===== config.mk =====
export PLATFORM = sky130hd
export DESIGN_NAME = block_dispatcher
export DESIGN_NICKNAME = d
export VERILOG_FILES = /design/src/rtl/block_dispatcher.sv
export SDC_FILE = /design/constraint.sdc
export NUM_CORES = 1
export LEC_CHECK = 0
export ABC_AREA = 1
export CAP_MARGIN = 20
export CELL_PAD_IN_SITES_DETAIL_PLACEMENT = 1
export CELL_PAD_IN_SITES_GLOBAL_PLACEMENT = 1
export CORE_MARGIN = 3
export CORE_UTILIZATION = 35
export CTS_BUF_LIST = sky130_fd_sc_hd__clkbuf_8
export CTS_CLUSTER_DIAMETER = 100
export CTS_CLUSTER_SIZE = 10
export DETAILED_ROUTE_END_ITERATION = 7
export PLACE_DENSITY = 0.78
export SYNTH_ARGS = -nofsm -noshare
export SYNTH_HDL_FRONTEND = slang
export SYNTH_SLANG_ARGS = --single-unit

===== constraint.sdc =====
create_clock -name clk -period 1.8 [get_ports clk]
set_clock_uncertainty 0.15 [all_clocks]
set_input_delay 0.45 -clock clk [delete_from_list [all_inputs] [get_ports clk]]
set_output_delay 0.45 -clock clk [all_outputs]
set_load 0.02 [all_outputs]

===== src/rtl/block_dispatcher.sv =====
// block_dispatcher: splits a kernel into THREADS_PER_BLOCK-sized blocks and grants them
// round-robin to enabled idle cores. Define BLOCK_DISPATCHER_PERF_EN to add kernel_cycles.
module block_dispatcher #(
  parameter  int unsigned NUM_CORES         = 2,
  parameter  int unsigned THREADS_PER_BLOCK = 4,
  parameter  int unsigned TC_W              = 8,
  localparam int unsigned CT_W              = $clog2(THREADS_PER_BLOCK) + 1
) (
  input  logic                           clk,
  input  logic                           reset,
  input  logic                           start,
  input  logic [TC_W-1:0]                thread_count,
  input  logic [NUM_CORES-1:0]           core_enable,
  input  logic [NUM_CORES-1:0]           core_done,
  output logic [NUM_CORES-1:0]           core_start,
  output logic [NUM_CORES-1:0]           core_reset,
  output logic [NUM_CORES-1:0][TC_W-1:0] core_block_id,
  output logic [NUM_CORES-1:0][CT_W-1:0] core_thread_count,
  output logic                           done,
  output logic                           busy,
  output logic [TC_W-1:0]                blocks_done
`ifdef BLOCK_DISPATCHER_PERF_EN
  ,
  output logic [31:0]                    kernel_cycles
`endif
);

  localparam int unsigned SH    = $clog2(THREADS_PER_BLOCK);
  localparam int unsigned PTR_W = (NUM_CORES > 1) ? $clog2(NUM_CORES) : 1;

  typedef enum logic [1:0] {S_IDLE, S_RUN, S_DONE} state_t;

  state_t               state;
  logic [PTR_W-1:0]     rr_ptr;
  logic [TC_W-1:0]      kernel_tc;
  logic [TC_W-1:0]      total_blocks;
  logic [TC_W-1:0]      blocks_dispatched;
  logic [NUM_CORES-1:0] launch;

  logic                 accept;
  logic [NUM_CORES-1:0] eligible;
  logic [NUM_CORES-1:0] completions;
  logic [TC_W-1:0]      total_next;
  logic [TC_W-1:0]      last_tc;
  logic [CT_W-1:0]      grant_tc;
  logic                 grant_valid;
  logic [PTR_W-1:0]     grant_idx;

  assign accept      = start && (state == S_IDLE || state == S_DONE);
  // A core is busy from its load pulse until its done is sampled.
  assign eligible    = core_enable & ~core_start & ~launch;
  assign completions = core_start & core_done;

  assign total_next = (thread_count >> SH)
                    + TC_W'(|(thread_count & TC_W'(THREADS_PER_BLOCK - 1)));
  assign last_tc    = kernel_tc - ((total_blocks - TC_W'(1)) << SH);
  assign grant_tc   = (blocks_dispatched == total_blocks - TC_W'(1))
                    ? CT_W'(last_tc) : CT_W'(THREADS_PER_BLOCK);

  // Wrapped search as two passes: cores at or above rr_ptr first, then from core 0.
  always_comb begin
    grant_valid = 1'b0;
    grant_idx   = '0;
    for (int unsigned i = 0; i < NUM_CORES; i++) begin
      if (!grant_valid && eligible[i] && i >= 32'(rr_ptr)) begin
        grant_valid = 1'b1;
        grant_idx   = PTR_W'(i);
      end
    end
    for (int unsigned i = 0; i < NUM_CORES; i++) begin
      if (!grant_valid && eligible[i]) begin
        grant_valid = 1'b1;
        grant_idx   = PTR_W'(i);
      end
    end
  end

  always_ff @(posedge clk) begin
    if (reset) begin
      state             <= S_IDLE;
      rr_ptr            <= '0;
      kernel_tc         <= '0;
      total_blocks      <= '0;
      blocks_dispatched <= '0;
      launch            <= '0;
      core_reset        <= '1;
      core_start        <= '0;
      core_block_id     <= '0;
      core_thread_count <= '0;
      done              <= 1'b0;
      busy              <= 1'b0;
      blocks_done       <= '0;
    end else begin
      core_reset  <= '0;
      launch      <= '0;
      core_start  <= (core_start & ~core_done) | launch;
      blocks_done <= blocks_done + TC_W'($countones(completions));

      if (accept) begin
        kernel_tc         <= thread_count;
        total_blocks      <= total_next;
        blocks_dispatched <= '0;
        blocks_done       <= '0;
        if (thread_count == '0) begin
          state <= S_DONE;
          done  <= 1'b1;
          busy  <= 1'b0;
        end else begin
          state <= S_RUN;
          done  <= 1'b0;
          busy  <= 1'b1;
        end
      end else if (state == S_RUN) begin
        if (blocks_done == total_blocks) begin
          state <= S_DONE;
          done  <= 1'b1;
          busy  <= 1'b0;
        end else if (grant_valid && blocks_dispatched < total_blocks) begin
          core_reset[grant_idx]        <= 1'b1;
          launch[grant_idx]            <= 1'b1;
          core_block_id[grant_idx]     <= blocks_dispatched;
          core_thread_count[grant_idx] <= grant_tc;
          blocks_dispatched            <= blocks_dispatched + TC_W'(1);
          rr_ptr <= (32'(grant_idx) == NUM_CORES - 1) ? '0 : grant_idx + PTR_W'(1);
        end
      end
    end
  end

`ifdef BLOCK_DISPATCHER_PERF_EN
  always_ff @(posedge clk) begin
    if (reset || accept) begin
      kernel_cycles <= '0;
    end else if (state == S_RUN && kernel_cycles != '1) begin
      kernel_cycles <= kernel_cycles + 32'd1;
    end
  end
`else
  // No cycle counter in this build; dispatch behaviour is unchanged.
`endif

endmodule


* After elaboration in Yosys (flattened, before gate mapping)
Cells that the tools add are included.
Cells by class: order comparisons 4, equal/unequal tests 4, multiplexer cells 33, reduce and logical (&&, ||, !) cells 20, bitwise operators 10, add/sub/neg operators 7
Operator list (count):
- 1-bit two-way mux | 17
- 16-bit bitwise mux | 1
- 8-bit == test | 2
- 2-bit two-way mux | 8
- 8-bit by 1-bit adder with 8-bit output (second input constant) | 1
- 8-bit by 2-bit adder with 8-bit output | 1
- 2-bit bitwise AND | 4
- 8-bit demux with 1-bit select | 1
- 8-bit logical NOT | 1
- 8-bit less-than comparator | 1
- 8-bit two-way mux | 1
- 8-bit by 1-bit subtractor with 8-bit output (second input constant) | 1
- 6-bit by 1-bit adder with 7-bit output | 1
- 1-bit logical AND | 7
- 6-bit bitwise mux | 1
- 3-bit two-way mux | 2
- 2-bit NOT | 3
- 4-bit AND reduction | 1
- 2-bit nonzero test | 2
- 2-bit OR reduction | 2
- 3-bit demux with 1-bit select | 1
- 1-bit logical NOT | 3
- 3-bit AND reduction | 1
- 3-bit subtractor | 1
- other kinds (13) | 14
Storage, ports and cells: input bits 15, output and inout bits 36, word-level logic and storage cells 93, bits in registers 60

* Longest topological paths before layout
word-level depth 22, depth in mapped cells 13, depth with buffers taken out 13

* Worst setup path after synthesis
OpenSTA, ideal clock, no wires.
path type register to register, start point register blocks_done[0], end point register blocks_done[6], required time 1580 ps, cell stages (with the launch flop) 11, setup time 70 ps, data arrival time 1716 ps, path slack -136 ps, period minus slack after synthesis 1936 ps, buffers on the path 0, cells stage by stage dfxtp_1 -> inv_1 -> fa_1 -> inv_1 -> ha_1 -> nand2_1 -> nor2_1 -> inv_1 -> nor3_1 -> o21ai_0 -> a21oi_1
Between the ends: longest elaborated chain between the ends 1
Ends and longest elaborated chain:
- start, declared | line 21 | output logic [TC_W-1:0] blocks_done
- start signal, assigned | line 97 | blocks_done <= blocks_done + TC_W'($countones(completions));
- 8-bit by 2-bit adder with 8-bit output | line 97
No other way between the ends. A chain may end at the register's enable or synchronous reset.

* Worst setup path in the final report
start point register total_blocks[0], end point register core_thread_count[3] in the netlist's numbering
Between the ends: longest elaborated chain between the ends 4, elaborated cells between the ends (all ways) 9, those cells by class 1 x add/sub; 1 x order compare; 2 x eq/ne; 2 x mux; 1 x bitwise; 2 x reduce/logical
Ends and longest elaborated chain:
- start, declared | line 36 | logic [TC_W-1:0] total_blocks;
- start signal, assigned | line 101 | total_blocks <= total_next;
- 8-bit by 1-bit subtractor with 8-bit output | line 57 | assign grant_tc = (blocks_dispatched == total_blocks - TC_W'(1))
- 8-bit == test | line 57
- 3-bit two-way mux | line 58 | ? CT_W'(last_tc) : CT_W'(THREADS_PER_BLOCK);
- 6-bit bitwise mux | line 122 | core_thread_count[grant_idx] <= grant_tc;
- end signal, assigned by index | line 122
- end, declared | line 18 | output logic [NUM_CORES-1:0][CT_W-1:0] core_thread_count,
Several ways; a longest one is shown, not always the timed one.

==> metrics <==
status=complete, but fails checks; failing checks=negative setup slack; final setup margin=-0.316 ns; die footprint=9350 sq um; largest net degree at the start of global routing=22; Worst Hold Class=reg2reg; WS Path Type=reg2reg; post-DR vias/cell=5.78; Die Height=96.7 um; initial antenna violation count=0; fin cells=634; hold_buf cts=0; CP Cell Sequence=inv_4, ha_4, nor2_1, nor2_4, nand2_2, nor2_2, nand3_2, nor2_4, nand3_2, o21ai_1; Hold Crit Endpoint=core_block_id[7]; Max Transition Viols Final=0; Ys Warns=0; Hold Path Origin=core_block_id[7]; CTS max path bufs=2; Peak Freq=473 MHz; flops & latches, synth=57; DRT iter0 DRCs=233; Final ANT Viol Nets=0; Pleak=2.22 nW; CTS tree=done; Period minus WS final=2.12 ns; hold depth=2; DP Area=3950 sq um; commonest non-fill, non-tap cell in the layout=nand2_1; Register Area=1160 sq um; WP data arrival=2.24 ns; Core Rows=32; Synth Instances=397; share of layout cells above drive strength 1=0.434; register area share after synthesis=0.396; Skew-Pair Late Insertion Delay=0.37 ns; pwr dens=750 nW/um^2; crit-path max cell delay=0.39 ns; crit-path max FO=3; clock-pin slew on the worst setup and hold paths=0.09 ns; fin nets=555; RSZ-0062 raised after global routing=yes; critical path endpoint category=register; count of different cell masters after synthesis=31; 1st-pass router iterations=5; commonest non-fill, non-tap cells in the layout=nand2_1 (65), buf_4 (52), dfxtp_1 (43); io pins=51; Cells after DPL=599; clk sinks=57; slew margin rel.=0.726; Final period util=1.18; worst-case reg-to-reg path depth=10; final hold violations=0; Vias=3663; Worst Setup Start Kind=register; Worst-Margin Slew=0.409 ns; Reg-to-Reg End=core_thread_count[3]; global placement routability congestion=0.867; Worst Path Required=1.93 ns; max-cap violations=0; Final setup viols=41; RR Startpoint=total_blocks[0]; average footprint of a synthesized cell=7.25 sq um; CTS buffer count=9; Post-Syn Nets=425; first-pass GRT wire length=21000 um; area grow syn2layout=73.0%; vias in the first global route=3822; Total Wirelength=16000 um; grt ovf=0; multi-input logic area=2130 sq um; DR WL/cell=25.2 um; area of the mapped netlist=2880 sq um; Core Area=7850 sq um; Horiz. Die Dim=96.7 um; DPL Wire Length=7280 um; Root Buffer=clkbuf_8; PortBufs=50; design area=4980 sq um; GRT Util Overall=0.287; R2R Setup Slk=-0.32 ns; Residual DRC=0; Inserted Diodes=0; critical path's slowest cell=dfxtp_4; CTS H-tree lvls=3; fillers=908; peak supply drop=0.000652 V; initial core utilization=0.367
-- worst max-delay path by stage --
stage,startpoint,cells past startpoint,end
3_5_place_dp,core_done[1],10,blocks_done[7]
6_report,total_blocks[0],10,core_thread_count[3]
5_1_grt,total_blocks[0],10,core_thread_count[3]
3_3_place_gp,core_done[1],10,blocks_done[7]
2_1_floorplan,core_done[1],10,blocks_done[6]
4_1_cts,total_blocks[0],12,core_thread_count[5]
-- power breakdown --
part           switching (mW)  leakage [nW]  internal, mW
clock                   0.646         0.106         0.791
combinational           0.594          1.64         0.380
sequential             0.0323         0.469          1.29
total                    1.27          2.22          2.46
-- Yosys cell counts (all sizes together) --
cell | count | share of area
nand2 | 89 | 0.12
dfxtp | 57 | 0.40
inv | 57 | 0.074
nand3 | 52 | 0.094
nor2 | 40 | 0.062
o21ai | 29 | 0.050
a21oi | 20 | 0.035
ha | 12 | 0.052
xor2 | 8 | 0.024
nand4 | 7 | 0.026
buf | 6 | 0.015
xnor2 | 5 | 0.015
nor3 | 4 | 0.0070
and3 | 2 | 0.0043
nand3b | 2 | 0.0052
a21o | 1 | 0.0026
clkinv | 1 | 0.0013
fa | 1 | 0.0070
nor3b | 1 | 0.0026
nor4 | 1 | 0.0022
o21bai | 1 | 0.0026
o22ai | 1 | 0.0022
-- cell families (layout without fill, tap and decap cells) --
family	Yosys count	after routing	synth area share
adder cells (fa/ha/maj)	13	13	0.0591
AO/OA/AOI/OAI	52	52	0.0926
AND/OR/NAND/NOR	198	202	0.322
XOR/XNOR	13	13	0.0395
flip-flops	57	57	0.396
buffers and inverters	64	195	0.0904
-- through the flow --
step	worst slack (ns)	utilization	TNS (ns)	hold slack [ns]	power (mW)
after floorplan	0.00229	-	0	0.269	1.66
after global placement	-0.619	0.503	-16.12	0.267	1.92
after detailed placement	-0.712	0.503	-18.95	0.286	1.94
after CTS	-0.0591	0.597	-0.469	0.293	3.53
after global routing	-0.341	0.635	-8.67	0.335	3.84
final	-0.316	0.635	-6.50	0.329	3.74
-- timing repair --
action / in CTS / in global routing
buffers inserted: 14 / 5
endpoints found under the setup margin: 78 / 48
gates cloned: 4 / 0
resized for setup: 135 / 88
pin swaps: 41 / 44
hold endpoints to repair: 0 / 0
-- cell type report --
type	instances	share of cell area
Multi-Input combinational cell	280	0.428
Sequential cell	57	0.234
Clock buffer	9	0.0249
Timing Repair Buffer	121	0.221
Clock inverter	7	0.0203
Tap cell	102	0.0256
Inverter	58	0.0475
-- critical path, delay by kind of cell (launching register included) --
family                   cells  cell delay (ns)
AND/OR/NAND/NOR              7             0.95
flip-flops                   1             0.39
AO/OA/AOI/OAI                1             0.19
buffers and inverters        1             0.05
adder cells (fa/ha/maj)      1             0.29
-- registers in the layout, summed over array words and instances, names as in the netlist --
register and count:
blocks_dispatched 8, blocks_done 8, busy 1, core_block_id 16, core_reset 2, core_start 2, core_thread_count 6, done 1
kernel_tc 3, launch 2, rr_ptr 1, total_blocks 7
-- routing by layer --
layer  routed length (um)  GRT usage  vias to the layer above  share of wire
met3                  948     0.0584                       80          0.059
li1                     -          -                     1565              -
met2                 7950      0.513                      209           0.50
met1                 6060      0.321                     1809           0.38
met4                 1000      0.140                        0          0.063
met5                    0          0                        -              0
No activity file was read; power rests on OpenSTA's default activity.
